**src/rtl/uart_apb_fifo.sv**
```systemverilog
// APB UART: baud generator, FIFO-backed TX engine and 16x-oversampled RX engine with parity and sticky errors.
// Define UART_APB_FIFO_LOOPBACK_EN to implement CTRL[8], which routes the TX line back into RX internally.
module uart_apb_fifo #(
  parameter int DATA_BITS  = 8,
  parameter int FIFO_DEPTH = 16,
  parameter int DIV_W      = 16
) (
  input  logic        PCLK,
  input  logic        PRESET,
  input  logic [31:0] PADDR,
  input  logic        PSEL,
  input  logic        PENABLE,
  input  logic        PWRITE,
  input  logic [31:0] PWDATA,
  output logic        PREADY,
  output logic [31:0] PRDATA,
  output logic        PSLVERR,
  output logic        irqreq,
  input  logic        rxd,
  output logic        txd
);
  // state  | meaning
  // IDLE   | line idle; TX waits for FIFO data, RX waits for a falling edge
  // START  | start bit (RX checks it at half a bit time)
  // DATA   | data bits, LSB first
  // PARITY | parity bit, only when par_en
  // STOP   | stop bit(s); RX pushes the character here
  localparam int AW = $clog2(FIFO_DEPTH);
`ifdef UART_APB_FIFO_LOOPBACK_EN
  localparam int CTRL_W = 9;
`else
  localparam int CTRL_W = 8;
`endif
  localparam logic [AW:0] PTR_ONE  = 1;
  localparam logic [3:0]  LAST_BIT = 4'(DATA_BITS - 1);

  typedef enum logic [2:0] {S_IDLE, S_START, S_DATA, S_PARITY, S_STOP} uart_state_t;

  logic [CTRL_W-1:0]    ctrl;
  logic [DIV_W-1:0]     div_q, baud_cnt;
  logic                 frame_err, parity_err, overrun, tx_ovf;
  logic [DATA_BITS-1:0] tx_mem [FIFO_DEPTH];
  logic [DATA_BITS-1:0] rx_mem [FIFO_DEPTH];
  logic [AW:0]          tx_wp, tx_rp, rx_wp, rx_rp;
  uart_state_t          tx_state, rx_state;
  logic [4:0]           tx_tcnt;
  logic [3:0]           rx_tcnt, tx_bit, rx_bit;
  logic [DATA_BITS-1:0] tx_sh, rx_sh;
  logic                 tx_par, tx_line, rx_s1, rx_s2, rx_s3, rx_src;

  wire tx_en = ctrl[0], rx_en = ctrl[1], par_en = ctrl[2], par_odd = ctrl[3];
  wire stop2 = ctrl[4], ie_rx = ctrl[5], ie_tx = ctrl[6], ie_err = ctrl[7];

  wire       acc     = PSEL & PENABLE;
  wire       addr_ok = (PADDR[31:4] == 28'd0);
  wire       wr_en   = acc & PWRITE & addr_ok;
  wire       rd_en   = acc & ~PWRITE & addr_ok;
  wire [1:0] sel     = PADDR[3:2];
  wire       stat_rd = rd_en && sel == 2'd1;
  logic      unused_ok;
  assign unused_ok = ^{PADDR[1:0], PWDATA};

  wire tx_empty  = tx_wp == tx_rp;
  wire tx_full   = (tx_wp[AW] != tx_rp[AW]) && (tx_wp[AW-1:0] == tx_rp[AW-1:0]);
  wire rx_empty  = rx_wp == rx_rp;
  wire rx_full   = (rx_wp[AW] != rx_rp[AW]) && (rx_wp[AW-1:0] == rx_rp[AW-1:0]);
  wire tx_busy   = tx_state != S_IDLE;
  wire tick      = baud_cnt == div_q;
  wire tx_tc     = tick && tx_tcnt == 5'd0;
  wire rx_tc     = tick && rx_tcnt == 4'd0;
  wire [DATA_BITS-1:0] tx_head = tx_mem[tx_rp[AW-1:0]];
  wire [DATA_BITS-1:0] rx_head = rx_mem[rx_rp[AW-1:0]];

  // A pop at the end of STOP chains the next character with no idle gap.
  wire tx_pop      = tx_en && !tx_empty && (tx_state == S_IDLE || (tx_state == S_STOP && tx_tc));
  wire tx_push_req = wr_en && sel == 2'd0;
  wire tx_push_ok  = tx_push_req && (!tx_full || tx_pop);
  wire rx_pop      = rd_en && sel == 2'd0 && !rx_empty;
  wire rx_push_req = rx_state == S_STOP && rx_tc;
  wire rx_push_ok  = rx_push_req && (!rx_full || rx_pop);
  wire rx_par_bad  = rx_state == S_PARITY && rx_tc && (rx_s2 != ((^rx_sh) ^ par_odd));
  wire rx_frm_bad  = rx_push_req && !rx_s2;

`ifdef UART_APB_FIFO_LOOPBACK_EN
  assign rx_src = ctrl[8] ? tx_line : rxd;
  assign txd    = ctrl[8] ? 1'b1 : tx_line;
`else
  assign rx_src = rxd;
  assign txd    = tx_line;
`endif

  assign PREADY  = 1'b1;
  assign PSLVERR = acc & ~addr_ok;

  always_comb begin
    PRDATA = '0;
    if (rd_en) begin
      case (sel)
        2'd0: if (!rx_empty) PRDATA[DATA_BITS-1:0] = rx_head;
        2'd1: PRDATA[8:0] = {tx_ovf, overrun, parity_err, frame_err, tx_busy,
                             tx_full, tx_empty, rx_full, !rx_empty};
        2'd2: PRDATA[CTRL_W-1:0] = ctrl;
        2'd3: PRDATA[DIV_W-1:0] = div_q;
      endcase
    end
  end

  always_ff @(posedge PCLK) begin
    if (tx_push_ok) tx_mem[tx_wp[AW-1:0]] <= PWDATA[DATA_BITS-1:0];
    if (rx_push_ok) rx_mem[rx_wp[AW-1:0]] <= rx_sh;
  end

  always_ff @(posedge PCLK) begin
    if (PRESET) begin
      ctrl <= '0; div_q <= '0; baud_cnt <= '0;
      tx_wp <= '0; tx_rp <= '0; rx_wp <= '0; rx_rp <= '0;
      frame_err <= 1'b0; parity_err <= 1'b0; overrun <= 1'b0; tx_ovf <= 1'b0;
      irqreq <= 1'b0;
      rx_s1 <= 1'b1; rx_s2 <= 1'b1; rx_s3 <= 1'b1;
    end else begin
      if (wr_en && sel == 2'd2) ctrl  <= PWDATA[CTRL_W-1:0];
      if (wr_en && sel == 2'd3) div_q <= PWDATA[DIV_W-1:0];
      if (wr_en && sel == 2'd3) baud_cnt <= '0;
      else if (tick)            baud_cnt <= '0;
      else                      baud_cnt <= baud_cnt + DIV_W'(1);
      if (tx_push_ok) tx_wp <= tx_wp + PTR_ONE;
      if (tx_pop)     tx_rp <= tx_rp + PTR_ONE;
      if (rx_push_ok) rx_wp <= rx_wp + PTR_ONE;
      if (rx_pop)     rx_rp <= rx_rp + PTR_ONE;
      // A flag raised in the same cycle as a STATUS read survives to the next read.
      frame_err  <= (frame_err  & ~stat_rd) | rx_frm_bad;
      parity_err <= (parity_err & ~stat_rd) | rx_par_bad;
      overrun    <= (overrun    & ~stat_rd) | (rx_push_req && !rx_push_ok);
      tx_ovf     <= (tx_ovf     & ~stat_rd) | (tx_push_req && !tx_push_ok);
      irqreq <= (ie_rx & !rx_empty) | (ie_tx & tx_empty) |
                (ie_err & (frame_err | parity_err | overrun | tx_ovf));
      rx_s1 <= rx_src; rx_s2 <= rx_s1; rx_s3 <= rx_s2;
    end
  end

  always_ff @(posedge PCLK) begin
    if (PRESET) begin
      tx_state <= S_IDLE; tx_tcnt <= '0; tx_bit <= '0; tx_sh <= '0; tx_par <= 1'b0; tx_line <= 1'b1;
    end else begin
      if (tx_pop) begin
        tx_sh <= tx_head; tx_par <= (^tx_head) ^ par_odd;
        tx_line <= 1'b0; tx_tcnt <= 5'd15; tx_state <= S_START;
      end else if (tick) begin
        tx_tcnt <= tx_tcnt - 5'd1;
        if (tx_tcnt == 5'd0) begin
          tx_tcnt <= 5'd15;
          case (tx_state)
            S_START: begin tx_state <= S_DATA; tx_line <= tx_sh[0]; tx_bit <= '0; end
            S_DATA:
              if (tx_bit != LAST_BIT) begin
                tx_bit <= tx_bit + 4'd1; tx_sh <= tx_sh >> 1; tx_line <= tx_sh[1];
              end else if (par_en) begin
                tx_state <= S_PARITY; tx_line <= tx_par;
              end else begin
                tx_state <= S_STOP; tx_line <= 1'b1; tx_tcnt <= stop2 ? 5'd31 : 5'd15;
              end
            S_PARITY: begin tx_state <= S_STOP; tx_line <= 1'b1; tx_tcnt <= stop2 ? 5'd31 : 5'd15; end
            S_STOP:   begin tx_state <= S_IDLE; tx_line <= 1'b1; end
            default:  begin tx_state <= S_IDLE; tx_line <= 1'b1; end
          endcase
        end
      end
    end
  end

  always_ff @(posedge PCLK) begin
    if (PRESET) begin
      rx_state <= S_IDLE; rx_tcnt <= '0; rx_bit <= '0; rx_sh <= '0;
    end else if (rx_state == S_IDLE) begin
      if (rx_en && rx_s3 && !rx_s2) begin rx_state <= S_START; rx_tcnt <= 4'd7; end
    end else if (tick) begin
      rx_tcnt <= rx_tcnt - 4'd1;
      if (rx_tcnt == 4'd0) begin
        rx_tcnt <= 4'd15;
        case (rx_state)
          S_START: if (rx_s2) rx_state <= S_IDLE;
                   else begin rx_state <= S_DATA; rx_bit <= '0; end
          S_DATA: begin
            rx_sh <= {rx_s2, rx_sh[DATA_BITS-1:1]};
            rx_bit <= rx_bit + 4'd1;
            if (rx_bit == LAST_BIT) rx_state <= par_en ? S_PARITY : S_STOP;
          end
          S_PARITY: rx_state <= S_STOP;
          default:  rx_state <= S_IDLE;
        endcase
      end
    end
  end
endmodule

```
**config.mk**
```make
export PLATFORM = sky130hd
export DESIGN_NAME = uart_apb_fifo
export DESIGN_NICKNAME = d
export VERILOG_FILES = /design/src/rtl/uart_apb_fifo.sv
export SDC_FILE = /design/constraint.sdc
export NUM_CORES = 1
export LEC_CHECK = 0
export ABC_AREA = 1
export BUFFER_PORTS_ARGS = -buffer_cell sky130_fd_sc_hd__buf_2
export CAP_MARGIN = 20
export CORE_ASPECT_RATIO = 1.2
export CORE_UTILIZATION = 65
export CTS_CLUSTER_DIAMETER = 100
export DETAILED_ROUTE_END_ITERATION = 10
export GPL_TIMING_DRIVEN = 0
export PLACE_DENSITY = 0.85
export SYNTH_ARGS = -nofsm -noshare
export SYNTH_HDL_FRONTEND = slang
export SYNTH_SLANG_ARGS = --single-unit
```
**constraint.sdc**
```tcl
create_clock -name PCLK -period 4.6 [get_ports PCLK]
set_input_delay 0.92 -clock PCLK [delete_from_list [all_inputs] [get_ports PCLK]]
set_output_delay 0.92 -clock PCLK [all_outputs]
set_load 0.005 [all_outputs]
```
After elaboration in Yosys (flattened, before gate mapping) --
Memory sizes are Yosys's and may differ from the RTL's. A register that Yosys moved wholly into a read port is not among the register bits. Index checks and enable logic that the tools add are counted.
Storage, ports and cells: output and inout port bits 36, memories 2, ROM bits 0, latch bits 0, flip-flop bits (word level) 109, input port bits 70, logic and storage cells 207, memory bits (writable) 256
Memory list:
- rx_mem | words 16, bits a word 8, rd ports 1, clocked after Yosys merged registers in 1, write ports 1, RTL line 43 | logic [DATA_BITS-1:0] rx_mem [FIFO_DEPTH];
- tx_mem | words 16, bits a word 8, rd ports 1, clocked after Yosys merged registers in 1, write ports 1, RTL line 42 | logic [DATA_BITS-1:0] tx_mem [FIFO_DEPTH];
Cells by class: $add $sub $neg 9, equal/unequal tests 27, bitwise operators 29, $mul 0, reduce and logical (&&, ||, !) cells 61, muxes and demuxes 52, divide/modulo/power cells 0, magnitude comparators 0, shift-type cells 0
Operators by type and width (count):
- $mux 4 | 12
- $mux 8 | 6
- $pmux 8 s4 | 1
- $logic_not 28->1 | 1
- $logic_and 1x1->1 | 23
- $mux 3 | 7
- $add 5x1->5 const B | 4
- $mux 5 | 4
- $pmux 3 s3 | 2
- $add 16x1->16 const B | 1
- $eq 16x16->1 | 1
- $mux 16 | 1
- $pmux 4 s2 | 2
- $reduce_bool 2->1 | 8
- $reduce_xor 8->1 | 2
- $and 1x1->1 | 13
- $eq 3x2->1 const B | 4
- $mux 1 | 12
- $reduce_and 4->1 | 3
- $eq 5x5->1 | 2
- $pmux 5 s2 | 1
- $reduce_and 5->1 | 2
- $or 1x1->1 | 9
- $add 4x1->4 const B | 2
- 29 further kinds | 55

Longest topological paths before layout --
Gate-level depths: netlist of run 1.
word-level depth 10, mapped depth 19, depth with buffers taken out 16

Worst setup path after synthesis of run 1 --
No wires, ideal clock.
path type input to output, from input port PADDR[13], to output port PRDATA[8], arrival time 2227 ps, setup slack 1453 ps, buffers on the path 0, stages 7, required time 3680 ps, path through nor4_1 -> nand4_1 -> nor2_1 -> nand3b_1 -> inv_1 -> nand2_1 -> o22ai_1
Between the ends: cells in the longest elaborated chain, start to end 3
Ends and longest elaborated chain:
- from (decl) | RTL line 10 | input logic [31:0] PADDR,
- $logic_not 28->1 | RTL line 55 | wire addr_ok = (PADDR[31:4] == 28'd0);
- $and 1x1->1 | RTL line 57 | wire rd_en = acc & ~PWRITE & addr_ok;
- $mux 16 | RTL line 97 | if (rd_en) begin
- to (decl) | RTL line 16 | output logic [31:0] PRDATA,
No other way between the ends.

==> results.tsv, run 1 <==
stage	metric	value	unit
run_status	status	finished clean	
global_route	grt_max_degree	20	
worst_hold_path	hp-class	flop to flop	
global_route	track_usage	31.88	%
pwr	ir_worst_vdd	0.0003648	V
floorplan	fp.coreArea	24990	sq um
synthesis	synth_common_cells	nand2_1 (337), edfxtp_1 (256), inv_1 (188)	
detailed_routing	vias	13170	
final_layout	fin_util	74.67	%
detailed_routing	wl	41170	microns
floorplan	die_w	148.2	microns
global_route	antenna_found_initial	1	
synthesis	synth_seq_cells	373	
sta	post-route-min-period	4.273	ns
synthesis	yosys.area.top_type	edfxtp_1	
synthesis	synthAdderAreaFrac	1.200	%
sta	finalSetupViolations	0	
sta	finalMaxSlewViolations	0	
synthesis	synthFlopType	edfxtp_1	
sta	clock.fmax	234.0	MHz
final_layout	area_growth_syn_to_layout	11.88	%
sta	hold_viol	0	
synthesis	synth-xor-area-share	1.891	%
detailed_routing	drt_first_pass_iters	6	
sta	rsz0062_at_grt	false	
synthesis	synth_compound_area_share	10.41	%
synthesis	synth_top_cell_area_share	46.09	%
synthesis	synthArstFlopShare	0	%
placement	place_hpwl	28250	microns
global_route	grt_pass1_vias	12580	
clocking	clkTransAtPathRegs	0.06	ns
clocking	cts_made_buffers	36	
clocking	cts_setup_buffers	0	
detailed_routing	wl_per_cell	18.44	microns
final_layout	layout-drive-gt1-share	9.382	%
critical_path	crit_arrival	3.35	ns
synthesis	synth_cell_type_count	43	
sta	hold_slack	0.4212	ns
critical_path	critPathLaunchType	flop	
clocking	numClockSinks	373	
synthesis	synth_warnings	0	
floorplan	die_area	26300	sq um
detailed_routing	drcViolationCount	0	
final_layout	final_area	18660	sq um
synthesis	synth-simple-area-share	17.51	%
job	max_cap_violations	0	
floorplan	initial_core_util	66.74	%
synthesis	netlist_top_cells_area	edfxtp_1 (46%), dfxtp_1 (14%), nand2_1 (7.6%)	
pwr	power_density	403.1	nW/um^2
sta	skew	0.03840	ns
floorplan	rows	63	
clocking	postCtsResizedCells	0	
critical_path	end_kind	output pin	
final_layout	diodes	0	
synthesis	seq_area_frac_synth	60.14	%
global_route	grt-ovfl-total	0	
synthesis	synth.most_common_cell	nand2_1	
synthesis	synth-edff-count	256	
detailed_routing	avgViaCountPerCell	5.899	
critical_path	crit_required	3.68	ns
placement	portBuffers	70	
critical_path	crit_path_max_fanout	10	
pwr	p_total	7.521	mW
global_route	grt_pass1_wl	64200	microns
critical_path	critPathKind	flop to output pin	
detailed_routing	drt-initial-drc-count	1180	
detailed_routing	antenna_left	0	
pwr	leakage	7.043	nW
synthesis	synth_top_family_by_area	simple AND/OR/NAND/NOR gates	
synthesis	syn_inst	1759	
sta	post-route-period-util	92.90	%
synthesis	syn_area	16680	sq um
clocking	h-tree-depth	2	
placement	dpl_cell_area	17490	sq um
floorplan	die_h	177.5	microns
clocking	cts_root_buf	clkbuf_16	
clocking	worstSkewPairLatency	0.54	ns
clocking	ctsLongestPathBuffers	3	
clocking	cts_tree	built	
synthesis	muxShareOfSynthArea	1.921	%
synthesis	avgSynthCellArea	9.481	sq um
sta	relSlewSlack	29.16	%
sta	setup_tns	0	ns
final_layout	fin_nets	1970	
clocking	cts_hold_buf	0	
placement	routabilityCongestion	0.9642	
sta	tightest_slew	1.059	ns
floorplan	io_pins	106	
==> layout by cell type, fill, tap and decap left out, drive strengths merged, types with 2 or more instances in the layout <==
cell,Yosys,layout
nand2,343,343
edfxtp,256,256
inv,194,195
nor2,176,176
o21ai,157,157
a21oi,132,132
dfxtp,117,117
nand3,113,113
buf,38,110
clkbuf,45,97
mux2i,32,32
xor2,21,21
nand4,20,20
conb,2,17
ha,16,16
o22ai,15,15
nor3,15,15
xnor2,15,15
nor4,14,14
clkinv,4,10
a211oi,9,9
o211ai,6,6
nor3b,5,5
a221oi,4,4
or2,3,3
bufinv,0,3
a21boi,2,2
==> critical path, cell delays in order (launching register included) <==
cell and delay, ns:
dfxtp_1 0.32, clkbuf_1 0.23, buf_2 0.33, buf_2 0.34
mux2i_1 0.13, o21ai_0 0.38, nor2_1 0.11, o22ai_1 0.39
a21oi_1 0.13, a211oi_1 0.29, buf_2 0.18
==> through the flow <==
stage,cells,setup slack (ns)
final,2233,0.3268
after global routing,2233,0.1946
after CTS,2231,0.4117
after detailed placement,2169,0.4222
after global placement,2169,0.4702
after floorplan,1774,1.453
==> report_power, final <==
group	switching [mW]	leakage, nW	internal, mW
registers	0.143	3.26	3.71
clock network	1.24	0.564	1.70
logic	0.485	3.21	0.233
total	1.87	7.04	5.65
==> worst paths after layout <==
check / slack, ns / startpoint / to / cells past startpoint
setup / recovery: 0.33 / flop / PRDATA[0] / 10
hold / removal: 0.42 / rx_s1$_SDFF_PP1_ / rx_s2$_SDFF_PP1_ / 1
setup reg to reg: 1.29 / baud_cnt[14]$_SDFF_PP0_ / tx_mem[1][1]$_DFFE_PP_ / 10
hold reg to reg: 0.42 / rx_s1$_SDFF_PP1_ / rx_s2$_SDFF_PP1_ / 1
==> layout make-up <==
type	count	area (sq um)
inverter	198	745.7
sequential	373	10030
multi-input combinational	1120	5557
clock buffer	52	1011
clock inverter	10	142.6
tap	325	406.6
timing repair buffer	72	365.4
fill	1672	6329
buffer	83	401.6
==> routing by layer <==
layer  wire length, microns  part of all wire, %  track usage (%)
met1                  15440                   38            38.14
met2                  20490                   50            55.85
met3                   3476                  8.4            5.861
met4                   1745                  4.2            14.56
met5                      9                0.022                0
==> kinds of logic after synthesis <==
kind of cell             after synthesis
AO/OA/AOI/OAI                        329
XOR/XNOR                              36
adder cells (fa/ha/maj)               16
buffers and inverters                281
flip-flops                           373
multiplexers                          32
other                                  2
AND/OR/NAND/NOR                      690
==> state kept, by name, summed over array words and instances, names as in the netlist, 8 cells and up, named ones only <==
register,flops
rx_mem,128
tx_sh,8
div_q,16
rx_sh,8
baud_cnt,16
tx_mem,128
ctrl,8
(Power assumes the default switching activity.)
==> run 2: changes to the inputs <==
--- a/config.mk
+++ b/config.mk
@@ -6,5 +6,4 @@
 export NUM_CORES = 1
 export LEC_CHECK = 0
-export ABC_AREA = 1
 export BUFFER_PORTS_ARGS = -buffer_cell sky130_fd_sc_hd__buf_2
 export CAP_MARGIN = 20
@@ -14,4 +13,5 @@
 export DETAILED_ROUTE_END_ITERATION = 10
 export GPL_TIMING_DRIVEN = 0
+export HOLD_SLACK_MARGIN = 0.08
 export PLACE_DENSITY = 0.85
 export SYNTH_ARGS = -nofsm -noshare
==> constraint.sdc (replaced) <==
create_clock -name PCLK -period 4.6 [get_ports PCLK]
set_input_delay 0 -clock PCLK [delete_from_list [all_inputs] [get_ports PCLK]]
set_output_delay 0 -clock PCLK [all_outputs]
set_load 0.005 [all_outputs]
==> run 2 against run 1 <==
  * Area after synthesis down 5.6%
  * First-iteration DRC count down 30%
  * Fmax up 19%
  * Total power down 9.1%
  * Worst hold slack worse by 0.27 ns
  * Largest cell class unchanged
==> results.tsv, run 2 <==
stage	metric	value	unit
floorplan	die_h	172.5	microns
sta	finalSetupViolations	0	
worst_hold_path	hp-class	input port to flop	
detailed_routing	wl_per_cell	23.23	microns
global_route	grt_max_degree	20	
final_layout	fin_util	75.14	%
clocking	cts_made_buffers	36	
synthesis	syn_inst	1121	
pwr	p_sw_share	21.31	%
pwr	leakage	6.093	nW
synthesis	synth.most_common_cell	edfxtp_1	
clocking	worstSkewPairLatency	0.53	ns
detailed_routing	avgViaCountPerCell	6.264	
synthesis	synthFlopType	edfxtp_1	
synthesis	synth_warnings	0	
final_layout	diodes	0	
synthesis	synth_top_cell_area_share	48.82	%
sta	rsz0062_at_grt	false	
sta	clock.fmax	278.2	MHz
synthesis	synthArstFlopShare	0	%
pwr	power_density	381.0	nW/um^2
pwr	p_sw	1.457	mW
final_layout	n_fill_cell	1459	
floorplan	rows	62	
critical_path	critPathLaunchType	flop	
final_layout	area_growth_syn_to_layout	14.02	%
run_status	status	finished clean	
detailed_routing	antenna_left	0	
final_layout	layout-drive-gt1-share	19.21	%
final_layout	fin_nets	1356	
sta	hold_viol	0	
sta	setup_tns	0	ns
global_route	grt-ovfl-total	0	
synthesis	synth_seq_cells	373	
synthesis	netlist_top_cells_area	edfxtp_1 (49%), dfxtp_1 (15%), mux4_2 (9.7%)	
critical_path	end_kind	flop	
floorplan	die_area	24850	sq um
critical_path	crit_arrival	3.80	ns
placement	place_hpwl	24330	microns
clocking	cts_tree	built	
placement	portBuffers	69	
final_layout	final_common_cell	edfxtp_1	
sta	post-route-min-period	3.594	ns
detailed_routing	drt-initial-drc-count	821	
synthesis	synth_common_cells	edfxtp_1 (256), nor2_1 (124), dfxtp_1 (117)	
clocking	ctsLongestPathBuffers	3	
detailed_routing	vias	10120	
critical_path	crit_required	4.80	ns
floorplan	initial_core_util	65.90	%
synthesis	synth_cell_type_count	63	
sta	relSlewSlack	38.61	%
critical_path	crit_path_max_fanout	6	
final_layout	multi_input_area	5334	sq um
synthesis	synth-edff-count	256	
detailed_routing	drcViolationCount	0	
final_layout	final-seq-area	10030	sq um
pwr	power_frac_comb	4.5	%
clocking	postCtsResizedCells	0	
synthesis	yosys.area.top_type	edfxtp_1	
synthesis	seq_area_frac_synth	63.70	%
clocking	h-tree-depth	2	
detailed_routing	drt_first_pass_iters	5	
global_route	grt_pass1_vias	9988	
floorplan	die_w	144.1	microns
job	max_cap_violations	0	
sta	tightest_slew	0.9159	ns
clocking	clkTransAtPathRegs	0.07	ns
clocking	cts_setup_buffers	0	
synthesis	avgSynthCellArea	14.05	sq um
placement	routabilityCongestion	0.8958	
critical_path	critPathKind	flop to flop	
detailed_routing	wl	37540	microns
pwr	p_int	5.383	mW
global_route	track_usage	30.76	%
clocking	numClockSinks	373	
pwr	power_frac_clock	42.7	%
pwr	ir_worst_vdd	0.0004059	V
global_route	antenna_found_initial	1	
clocking	cts_root_buf	clkbuf_16	
sta	post-route-period-util	78.14	%
global_route	grt_pass1_wl	55660	microns
floorplan	io_pins	106	
final_layout	final_cell_mix	edfxtp_1 (256), nor2_1 (124), dfxtp_1 (117)	
floorplan	fp.coreArea	23890	sq um
pwr	seqPwrFrac	52.8	%
sta	finalMaxSlewViolations	0	
sta	skew	0.02539	ns
synthesis	syn_area	15750	sq um
run 2: cell types whose count changed after synthesis, sizes merged, moves of 13 or more:
cell | previous run | this run
nand2 | 343 | 59
inv | 194 | 13
o21ai | 157 | 11
nand3 | 113 | 31
a21oi | 132 | 59
mux4 | 0 | 68
nor2 | 176 | 124
xnor2 | 15 | 46
o22ai | 15 | 0
and2 | 0 | 13
run 2: area by class of cell:
cell class | count | area share, %
plain buffers | 73 | 2.168
clock buffers | 44 | 5.185
clock inverters | 20 | 1.261
inverters | 13 | 0.2718
multi-input cells | 677 | 29.71
flip-flops and latches | 373 | 55.87
well taps | 320 | 2.230
repair buffers | 96 | 3.304
run 2: timing repair:
action / in CTS / in global routing
endpoints found under the setup margin: 0 / 0
hold endpoints to repair: 159 / 0
hold buffers: 19 / 0
run 2: kinds of logic (layout without fill, tap and decap cells):
group           Yosys count  in the layout  synth area share, %
mux                     113            113                12.60
other cells               2             17              0.04770
simple gates            335            335                10.39
flops                   373            373                63.70
xor+xnor                 71             71                4.132
compound gates          125            125                5.086
buf+inv                  86            246                2.781
fa+ha+maj                16             16                1.271
run 2: final timing paths:
path                                 from                     end  slack, ns  cells after the start
setup / recovery  tx_tcnt[0]$_SDFFE_PP0P_  tx_mem[0][5]$_DFFE_PP_       1.01                     10
hold / removal                   PADDR[2]   rx_wp[0]$_SDFFE_PP0P_       0.15                      6
setup reg to reg  tx_tcnt[0]$_SDFFE_PP0P_  tx_mem[0][5]$_DFFE_PP_       1.01                     10
hold reg to reg          rx_s1$_SDFF_PP1_        rx_s2$_SDFF_PP1_       0.42                      1
run 2: power by group through the flow:
stage	Clock [mW]	Sequential, mW	Combinational [mW]
final	2.92	3.61	0.307
after global routing	3.06	3.62	0.338
after CTS	2.93	3.61	0.300
after detailed placement	0	3.68	0.280
after global placement	0	3.68	0.270
after floorplan	0	3.68	0.186
run 2: routing by layer:
layer / track usage, % / up-vias / wire length, microns
met5: 0 / - / 11
met4: 16.05 / 2 / 2006
met3: 4.652 / 133 / 2472
met2: 54.90 / 511 / 19650
met1: 35.75 / 5009 / 13390
li1: - / 4467 / -
run 2: through the flow:
stage	hold WS [ns]	instance area (sq um)	worst slack [ns]	instances	total power [mW]
after global routing	0.1510	17950	0.7014	1616	7.013
after detailed placement	0.2000	16600	1.085	1533	3.964
after global placement	0.1845	16550	0.8437	1525	3.952
final	0.1500	17950	1.006	1616	6.840
after CTS	0.1256	17950	0.9684	1616	6.847
after floorplan	0.09887	15800	1.703	1136	3.864
run 2: worst max-delay path: stages, from the launching register on:
cell and delay, ns:
dfxtp_1 0.33, inv_1 0.08, ha_1 0.18, nor4b_1 0.74, a21boi_1 0.37, o21ai_1 0.35, and2_0 0.17, buf_2 0.15
nand2_1 0.14, nor3_1 0.41, buf_2 0.36
==> run 3: changes to the inputs <==
- CORE_UTILIZATION: 65 -> 60
- PLACE_DENSITY: 0.85 -> 0.79
- clock period: 4.6 -> 3.57 ns (I/O delays scaled with it)
==> run 3 against run 2 <==
  * Worst hold slack improved by 0.0073 ns
  * Clock power rose by 28%
  * Global-route usage fell by 3.6 points
  * Die area rose by 8.2%
  * Sequential share of layout area fell by 0.17 points
  * Critical endpoint is now PRDATA[3]
  * Largest cell class unchanged
==> results.tsv, run 3 (synthesis gave the netlist of run 2 again) <==
stage	metric	value	unit
detailed_routing	drt_first_pass_iters	6	
global_route	met2_usage	45.61	%
clocking	numClockSinks	373	
final_layout	n_fill_cell	1697	
detailed_routing	drt-initial-drc-count	735	
critical_path	critPathKind	flop to output pin	
clocking	worstSkewPairLatency	0.52	ns
global_route	track_usage	27.17	%
detailed_routing	vias	9775	
pwr	seqPwrFrac	52.9	%
global_route	met1_usage	35.31	%
pwr	p_int	6.947	mW
global_route	grtUsageMet3	4.137	%
detailed_routing	drcViolationCount	0	
final_layout	final_common_cell	edfxtp_1	
critical_path	critPathTopFamily	buffers and inverters	
sta	clock.fmax	294.9	MHz
final_layout	area_growth_syn_to_layout	14.36	%
global_route	grt_max_degree	20	
worst_hold_path	min_to	frame_err$_SDFF_PP0_	
sta	finalMaxSlewViolations	0	
pwr	leakage	6.130	nW
sta	hold_viol	0	
critical_path	crit_path_max_fanout	10	
sta	skew	0.02530	ns
pwr	power_density	489.0	nW/um^2
sta	relSlewSlack	36.88	%
floorplan	die_h	179.5	microns
pwr	ir_worst_vdd	0.0004194	V
placement	dpl_cell_area	16610	sq um
critical_path	cp.depth	9	
pwr	p_sw_share	21.10	%
critical_path	crit_required	3.57	ns
placement	place_ws	-0.2796	ns
job	max_cap_violations	0	
floorplan	rows	64	
global_route	grt-busiest-layer	met2	
sta	finalSetupViolations	0	
critical_path	rr_startpoint	baud_cnt[11]$_SDFF_PP0_	
clocking	cts_made_buffers	37	
pwr	power_frac_comb	4.5	%
floorplan	die_area	26900	sq um
global_route	grt_pass1_wl	54790	microns
critical_path	end_kind	output pin	
placement	place_hpwl	24010	microns
clocking	clkTransAtPathRegs	0.06	ns
worst_hold_path	min_from	PENABLE	
worst_hold_path	hp-class	input port to flop	
sta	rsz0062_at_grt	false	
pwr	p_total	8.804	mW
clocking	h-tree-depth	2	
detailed_routing	avgViaCountPerCell	5.993	
detailed_routing	antenna_left	0	
global_route	antenna_found_initial	2	
placement	portBuffers	69	
floorplan	die_w	149.9	microns
sta	post-route-period-util	94.99	%
sta	setup_ws	0.1789	ns
critical_path	cpMostUsedCell	buf_2	
detailed_routing	wl	35700	microns
floorplan	fp.coreArea	25620	sq um
critical_path	r2r_slack	0.24	ns
pwr	power_frac_clock	42.6	%
placement	routabilityCongestion	0.9409	
sta	post-route-min-period	3.391	ns
critical_path	ff2ff_path_depth	10	
clocking	ctsLongestPathBuffers	3	
final_layout	final_cell_mix	edfxtp_1 (256), nor2_1 (123), dfxtp_1 (117)	
critical_path	critPathLaunchType	flop	
sta	setup_tns	0	ns
final_layout	fin_nets	1360	
final_layout	final_area	18010	sq um
worst_hold_path	holdPathStages	6	
clocking	cts_tree	built	
sta	tightest_slew	0.9417	ns
sta	hold_slack	0.1573	ns
global_route	grt-ovfl-total	0	
global_route	grt_pass1_vias	9671	
final_layout	layout-drive-gt1-share	19.78	%
clocking	cts_root_buf	clkbuf_16	
critical_path	path_cells	buf_2, buf_2, clkbuf_4, mux4_2, mux2i_1, a21oi_1, a221oi_1, a211oi_1, buf_2	
detailed_routing	wl_per_cell	21.89	microns
critical_path	cpMaxStageDelayCell	mux4_2	
critical_path	critPathMaxStageDelay	0.55	ns
critical_path	crit_arrival	3.39	ns
critical_path	r2r_end	rx_mem[3][3]$_DFFE_PP_	
floorplan	io_pins	106	
run_status	status	finished clean	
pwr	p_sw	1.858	mW
critical_path	cp_num_buf_inv	4	
floorplan	initial_core_util	61.45	%
run 3: changes by cell type in the layout (fill, tap and decap cells not counted), sizes merged:
cell         previous run  this run
buf                   115       116
bufinv                  4         3
clkbuf                 79        83
clkinv                 11        10
clkinvlp                4         1
diode                   0         2
dlygate4sd3            19        20
inv                    14        16
run 3: per-layer routing:
metal / share of wire (%) / vias to the layer above
met1: 39 / 4800
met4: 3.6 / 0
met2: 50 / 399
met5: 0 / -
li1: - / 4487
met3: 7.0 / 89
run 3: final cells by class:
cell class	instances	area, sq um	area share, %
flip-flops and latches	373	10030	55.70
plain buffers	73	394.1	2.189
well taps	330	412.9	2.293
clock buffers	47	983.4	5.462
diodes	2	5.005	0.02780
inverters	13	48.80	0.2710
repair buffers	99	615.6	3.419
multi-input cells	677	5349	29.71
clock inverters	17	167.7	0.9311
run 3: what timing repair did:
action | CTS | global route
gates resized for setup | 0 | 8
setup endpoints to repair | 0 | 126
hold buffers | 20 | 0
setup buffers | 0 | 2
hold endpoints to repair | 159 | 0
run 3: worst max path at each step:
stage,slack (ns),startpoint,to
2_1_floorplan,0.67,baud_cnt[10]$_SDFF_PP0_,tx_mem[2][0]$_DFFE_PP_
3_3_place_gp,-0.64,PADDR[6],rx_mem[3][2]$_DFFE_PP_
3_5_place_dp,-0.28,PADDR[6],rx_mem[2][2]$_DFFE_PP_
4_1_cts,0.009,baud_cnt[10]$_SDFF_PP0_,tx_mem[8][0]$_DFFE_PP_
5_1_grt,0.006,flop,PRDATA[3]
6_report,0.18,flop,PRDATA[3]
run 3: power groups by stage:
stage	clock (mW)	sequential [mW]	combinational, mW
floorplan	0	4.74	0.239
global placement	0	4.75	0.353
detailed placement	0	4.75	0.362
CTS	3.79	4.65	0.386
global route	3.95	4.66	0.436
finish	3.75	4.66	0.395
run 3: worst reg2reg max path, delay by kind of cell (launching register included):
| family | cells | cell delay, ns |
|---|---|---|
| AND/OR/NAND/NOR | 5 | 1.41 |
| buffers and inverters | 3 | 0.62 |
| flip-flops | 1 | 0.44 |
| AO/OA/AOI/OAI | 1 | 0.39 |
| XOR/XNOR | 1 | 0.16 |
run 3: through the flow:
stage / std cells / util (%)
2_1_floorplan: 1136 / -
3_5_place_dp: 1543 / 64.84
3_3_place_gp: 1535 / 64.62
5_1_grt: 1629 / 70.25
6_report: 1631 / 70.27
4_1_cts: 1627 / 70.11
